==> src/rtl/manchester_pkg.sv <==
// manchester_pkg: state encodings and preamble pattern shared by the Manchester encoder and decoder.
package manchester_pkg;
   typedef enum logic [1:0] {
      IDLE     = 2'b00,
      PREAMBLE = 2'b01,
      SHIFT    = 2'b10
   } state_t;
   localparam logic [7:0] PREAMBLE_PATTERN = 8'h55;
endpackage

==> src/rtl/manchester_half_bit_timer.sv <==
// manchester_half_bit_timer: half-bit tick generator; half_sel is 0 for the first half of a bit, 1 for the second.
module manchester_half_bit_timer #(
   parameter int HALF_BIT_CYCLES = 4
) (
   input  logic clk,
   input  logic rst_n,
   input  logic run,
   output logic half_tick,
   output logic half_sel
);
   localparam int CW = (HALF_BIT_CYCLES > 1) ? $clog2(HALF_BIT_CYCLES) : 1;
   logic [CW-1:0] cnt;
   assign half_tick = run && (cnt == CW'(HALF_BIT_CYCLES - 1));
   always_ff @(posedge clk or negedge rst_n)
      if (!rst_n) begin
         cnt      <= '0;
         half_sel <= 1'b0;
      end else if (!run) begin
         cnt      <= '0;
         half_sel <= 1'b0;
      end else if (half_tick) begin
         cnt      <= '0;
         half_sel <= ~half_sel;
      end else begin
         cnt <= cnt + 1'b1;
      end
endmodule

==> src/rtl/manchester_encoder.sv <==
// manchester_encoder: byte-wide valid/ready to IEEE 802.3 Manchester serial line, MSB first.
// Define MANCH_PREAMBLE_EN to prefix each burst with PREAMBLE_BYTES copies of 8'h55.
module manchester_encoder import manchester_pkg::*; #(
   parameter int   HALF_BIT_CYCLES = 4,
   parameter logic IDLE_LEVEL      = 1'b0,
   parameter int   PREAMBLE_BYTES  = 2
) (
   input  logic       clk,
   input  logic       rst_n,
   input  logic [7:0] data_in,
   input  logic       data_valid_in,
   output logic       data_ready,
   output logic       manchester_out,
   output logic       tx_en,
   output logic       busy
);
   if (HALF_BIT_CYCLES < 1 || PREAMBLE_BYTES < 0) begin : g_bad_cfg
      $error("manchester_encoder: illegal HALF_BIT_CYCLES or PREAMBLE_BYTES");
   end
   state_t     state;
   logic [7:0] sr;
   logic [2:0] bit_idx;
   logic       armed;
   logic       half_tick;
   logic       half_sel;
   logic       transfer;
   logic       byte_end;
   logic [7:0] cur_pat;
   logic       cur_bit;
   logic       next_bit;
   manchester_half_bit_timer #(.HALF_BIT_CYCLES(HALF_BIT_CYCLES)) u_timer (
      .clk       (clk),
      .rst_n     (rst_n),
      .run       (state != IDLE),
      .half_tick (half_tick),
      .half_sel  (half_sel)
   );
`ifdef MANCH_PREAMBLE_EN
   logic [7:0] pre_cnt;
   logic       pre_last;
   assign pre_last = pre_cnt == 8'(PREAMBLE_BYTES - 1);
   assign cur_pat  = (state == PREAMBLE) ? PREAMBLE_PATTERN : sr;
`else
   assign cur_pat  = sr;
`endif
   assign cur_bit    = cur_pat[bit_idx];
   assign next_bit   = cur_pat[bit_idx - 3'd1];
   assign byte_end   = half_tick && half_sel && bit_idx == 3'd0;
   // armed keeps ready low on the first cycle after reset release
   assign data_ready = (state == IDLE && armed) || (state == SHIFT && byte_end);
   assign transfer   = data_valid_in && data_ready;
   assign tx_en      = busy;
   always_ff @(posedge clk or negedge rst_n)
      if (!rst_n) begin
         state          <= IDLE;
         sr             <= '0;
         bit_idx        <= '0;
         armed          <= 1'b0;
         busy           <= 1'b0;
         manchester_out <= IDLE_LEVEL;
`ifdef MANCH_PREAMBLE_EN
         pre_cnt        <= '0;
`endif
      end else begin
         armed <= 1'b1;
         if (transfer) begin
            sr      <= data_in;
            bit_idx <= 3'd7;
            busy    <= 1'b1;
`ifdef MANCH_PREAMBLE_EN
            if (state == IDLE && PREAMBLE_BYTES > 0) begin
               state          <= PREAMBLE;
               pre_cnt        <= '0;
               manchester_out <= ~PREAMBLE_PATTERN[7];
            end else begin
               state          <= SHIFT;
               manchester_out <= ~data_in[7];
            end
`else
            state          <= SHIFT;
            manchester_out <= ~data_in[7];
`endif
         end else if (byte_end) begin
`ifdef MANCH_PREAMBLE_EN
            if (state == PREAMBLE) begin
               bit_idx <= 3'd7;
               if (pre_last) begin
                  state          <= SHIFT;
                  manchester_out <= ~sr[7];
               end else begin
                  pre_cnt        <= pre_cnt + 8'd1;
                  manchester_out <= ~PREAMBLE_PATTERN[7];
               end
            end else begin
               state          <= IDLE;
               busy           <= 1'b0;
               manchester_out <= IDLE_LEVEL;
            end
`else
            state          <= IDLE;
            busy           <= 1'b0;
            manchester_out <= IDLE_LEVEL;
`endif
         end else if (half_tick) begin
            if (half_sel) begin
               bit_idx        <= bit_idx - 3'd1;
               manchester_out <= ~next_bit;
            end else begin
               manchester_out <= cur_bit;
            end
         end
      end
endmodule

==> config.mk <==
export PLATFORM = sky130hd
export DESIGN_NAME = manchester_encoder
export DESIGN_NICKNAME = d
export VERILOG_FILES = /design/src/rtl/manchester_pkg.sv /design/src/rtl/manchester_half_bit_timer.sv /design/src/rtl/manchester_encoder.sv
export SDC_FILE = /design/constraint.sdc
export NUM_CORES = 1
export LEC_CHECK = 0
export CORE_MARGIN = 5
export CORE_UTILIZATION = 41
export CTS_BUF_LIST = sky130_fd_sc_hd__clkbuf_8
export DETAILED_ROUTE_END_ITERATION = 16
export GPL_TIMING_DRIVEN = 0
export PLACE_DENSITY = 0.77
export SYNTH_ARGS = -nofsm -noshare
export SYNTH_HDL_FRONTEND = slang
export SYNTH_HIERARCHICAL = 1
export SYNTH_SLANG_ARGS = --single-unit
==> constraint.sdc <==
create_clock -name clk -period 1.9 [get_ports clk]
set_clock_uncertainty 0.2 [all_clocks]
set_input_delay 0.38 -clock clk [delete_from_list [all_inputs] [get_ports clk]]
set_output_delay 0.38 -clock clk [all_outputs]
set_load 0.1 [all_outputs]
==> flow_summary.ini <==
[yosys]
synth_simple_gate_area_frac = 0.1342
avgSynthCellArea_sq_um = 12.34
syn_area_sq_um = 913.4
syn-instance-count = 74
ys_seq_elements = 17
yosys-mux-area-fraction = 0.1904
yosysWarnings = 6
synth-main-ff-cell = dfrtp_1
async_reset_ff_frac = 1.000
synth_cell_types = 34
synth_xor_area_frac = 0.03836
synth_seq_area_share = 0.4658
synth_edf_count = 0
synth_nets = 88
synth_compound_area_frac = 0.07671
synth-adder-area-share = 0.04110
synth_top_family_by_area = multiplexers

[setup_path]
timing.rr.start = bit_idx[0]
slowest_delay_ps = 340
arrival_ps = 1610
critPathLaunch = bit_idx[0]
endpoint_kind = output port
critPathLaunchType = register
critical_path_class = register to output port
path_cells = buf_6 -> clkinvlp_4 -> ha_4 -> and4b_1 -> a21o_4 -> buf_12
crit_required_ps = 1320
rr_worst_depth = 9
cp_slowest_cell = dfrtp_1
critPathMaxFanout = 2
r2r_end = cur_pat[3]
r2r_slack_ps = -240

[global_route]
grt_pass1_wl_mm = 3.588
antenna_found_initial = 0
overflow = 0
grt_pass1_vias = 745
track_usage = 0.1412
grt_start_max_net_pins = 18

[floorplan]
fp.dieW_um = 57.20
core_area_sq_um = 2170
die_y_um = 57.20
dieArea_sq_um = 3272
io_pins = 15
start_util = 0.4210
num_rows = 17

[power]
p_int_w = 0.0005267
p_leak_nw = 0.6702
total_power_w = 0.0006617
vdd_drop_max_v = 0.0004212
power_switching_w = 0.0001350
swShare = 0.2040
power_frac_seq = 0.549
p_clk_frac = 0.405
p_per_area_nw_per_um2 = 466.8
combinationalPowerShare = 0.046

[clocking]
cts_buffer_depth = 2
cts_num_sinks = 17
htree_levels = 1
cts_hold_buf = 0
cts_root_buffer = clkbuf_8
insertion_delay_ps = 250
cts_made_buffers = 3
cts_tree = built
cts.clk_slew.worst_paths_ps = 60

[sta]
tightest_slew_ps = 779.5
fin_ws_ps = -285.7
slew_headroom = 0.4787
grt_setup_unrepaired = true
period_needed_ps = 2186
setup_viol = 14
max_freq_mhz = 457.5
fin_crit_sh = 1.150
drv_slew = 0
hold_ws_ps = 327.1
hold_viol_final = 0

[routing]
ant_nets = 0
wl_mm = 2.120
post-route-drc-count = 0
drtIter0Drc = 4
viasPerCell = 5.037
vias = 685
drt-pass1-iter-count = 4
wl_per_cell_um = 15.59

[worst_hold_path]
hold_path_end = cur_pat[7]
hold_start = cur_pat[7]
hp-class = register to register
min_path_cells = 1

[outcome]
violations = setup timing
status = complete, but fails checks

[layout]
layout_commonest_cell = dfrtp_1
syn2layout_area_growth_pct = 55.21
layout_common_cells = dfrtp_1 (16), buf_4 (11), clkdlybuf4s50_1 (10)
drive_above_1_share = 0.4722
nets = 123
fillers = 174
num_antenna_cells = 0

[place]
dp_hpwl_mm = 1.221
dp_worst_setup_slack_ps = -1015
io_buffers = 14
place_congestion = 0.7951

[run]
maxCapViolCount = 0
-- power by group through the flow --
stage	clock, W	sequential, W	combinational [W]
after floorplan	0	0.000370	0.000000678
after global placement	0	0.000370	0.0000285
after detailed placement	0	0.000370	0.0000289
after CTS	0.000275	0.000363	0.0000305
after global routing	0.000297	0.000363	0.0000323
final	0.000268	0.000363	0.0000303
-- synth_stat cells, drive strengths merged, types with 2 or more instances --
cell type / n / area (sq um)
a21o: 2 / 16.27
a21oi: 2 / 10.01
and2: 2 / 13.77
buf: 3 / 30.03
dfrtp: 17 / 425.4
ha: 3 / 37.54
inv: 4 / 15.01
mux2: 7 / 78.83
mux2i: 2 / 20.02
mux4: 3 / 75.07
nand2: 5 / 26.27
nor2: 2 / 7.510
nor2b: 3 / 18.77
o21ai: 2 / 10.01
xor2: 3 / 26.28
-- cell families (layout without fill, tap and decap cells) --
family | count (synthesis) | after routing
xor+xnor | 4 | 4
fa+ha+maj | 3 | 3
other cells | 1 | 1
compound gates | 10 | 10
buf+inv | 7 | 41
flops | 17 | 17
mux | 12 | 12
simple gates | 20 | 20
-- worst max-delay path by stage --
stage | to | slack [ps] | cells after the start
after CTS | data_ready | -260 | 5
after global placement | data_ready | -990 | 6
after detailed placement | data_ready | -1020 | 6
final | data_ready | -290 | 6
after floorplan | cur_pat[1] | -340 | 6
after global routing | data_ready | -330 | 5
-- per-stage QoR --
| step | setup TNS [ps] | util | area, sq um | std cells |
|---|---|---|---|---|
| floorplan | -2946 | - | 924.6 | 74 |
| global placement | -3142 | 0.5069 | 1100 | 116 |
| global route | -3323 | 0.6534 | 1418 | 136 |
| finish | -2560 | 0.6534 | 1418 | 136 |
| detailed placement | -3400 | 0.5069 | 1100 | 116 |
| CTS | -2054 | 0.6390 | 1386 | 133 |
-- metal layers --
metal | track usage | part of all wire | wire [um]
met2 | 0.2643 | 0.56 | 1177
met3 | 0.02489 | 0.025 | 54
met4 | 0.03974 | 0.0099 | 21
met5 | 0 | 0 | 0
met1 | 0.1631 | 0.41 | 866
-- state kept, by name, indices dropped and copies added, names as in the netlist --
register and flops:
cur_pat 8, bit_idx 3, u_timer/cnt 2, armed 1, busy 1, manchester_out 1
u_timer/half_sel 1
-- area by class of cell --
| cell class | count | area, sq um | share of cell area |
|---|---|---|---|
| Multi-Input combinational cell | 50 | 555.5 | 0.3919 |
| Clock buffer | 3 | 41.29 | 0.02913 |
| Tap cell | 28 | 35.03 | 0.02471 |
| Buffer | 3 | 33.78 | 0.02383 |
| Timing Repair Buffer | 30 | 299.0 | 0.2109 |
| Sequential cell | 17 | 429.2 | 0.3027 |
| Clock inverter | 1 | 5.005 | 0.003530 |
| Inverter | 4 | 18.77 | 0.01324 |
-- worst max-delay path, delay by kind of cell (launching register included) --
family / cells / cell delay, ps
DFF: 1 / 340
adders and majority gates: 1 / 170
and+or+nand+nor: 1 / 230
buffers and inverters: 3 / 360
AOI/OAI and AO/OA: 1 / 230
-- timing repair --
| item | 4_1_cts | 5_1_grt |
|---|---|---|
| pin swaps | 6 | 2 |
| setup endpoints to repair | 15 | 14 |
| setup buffers | 13 | 3 |
| resized for setup | 45 | 4 |
Power figures use the tool's default switching activity.
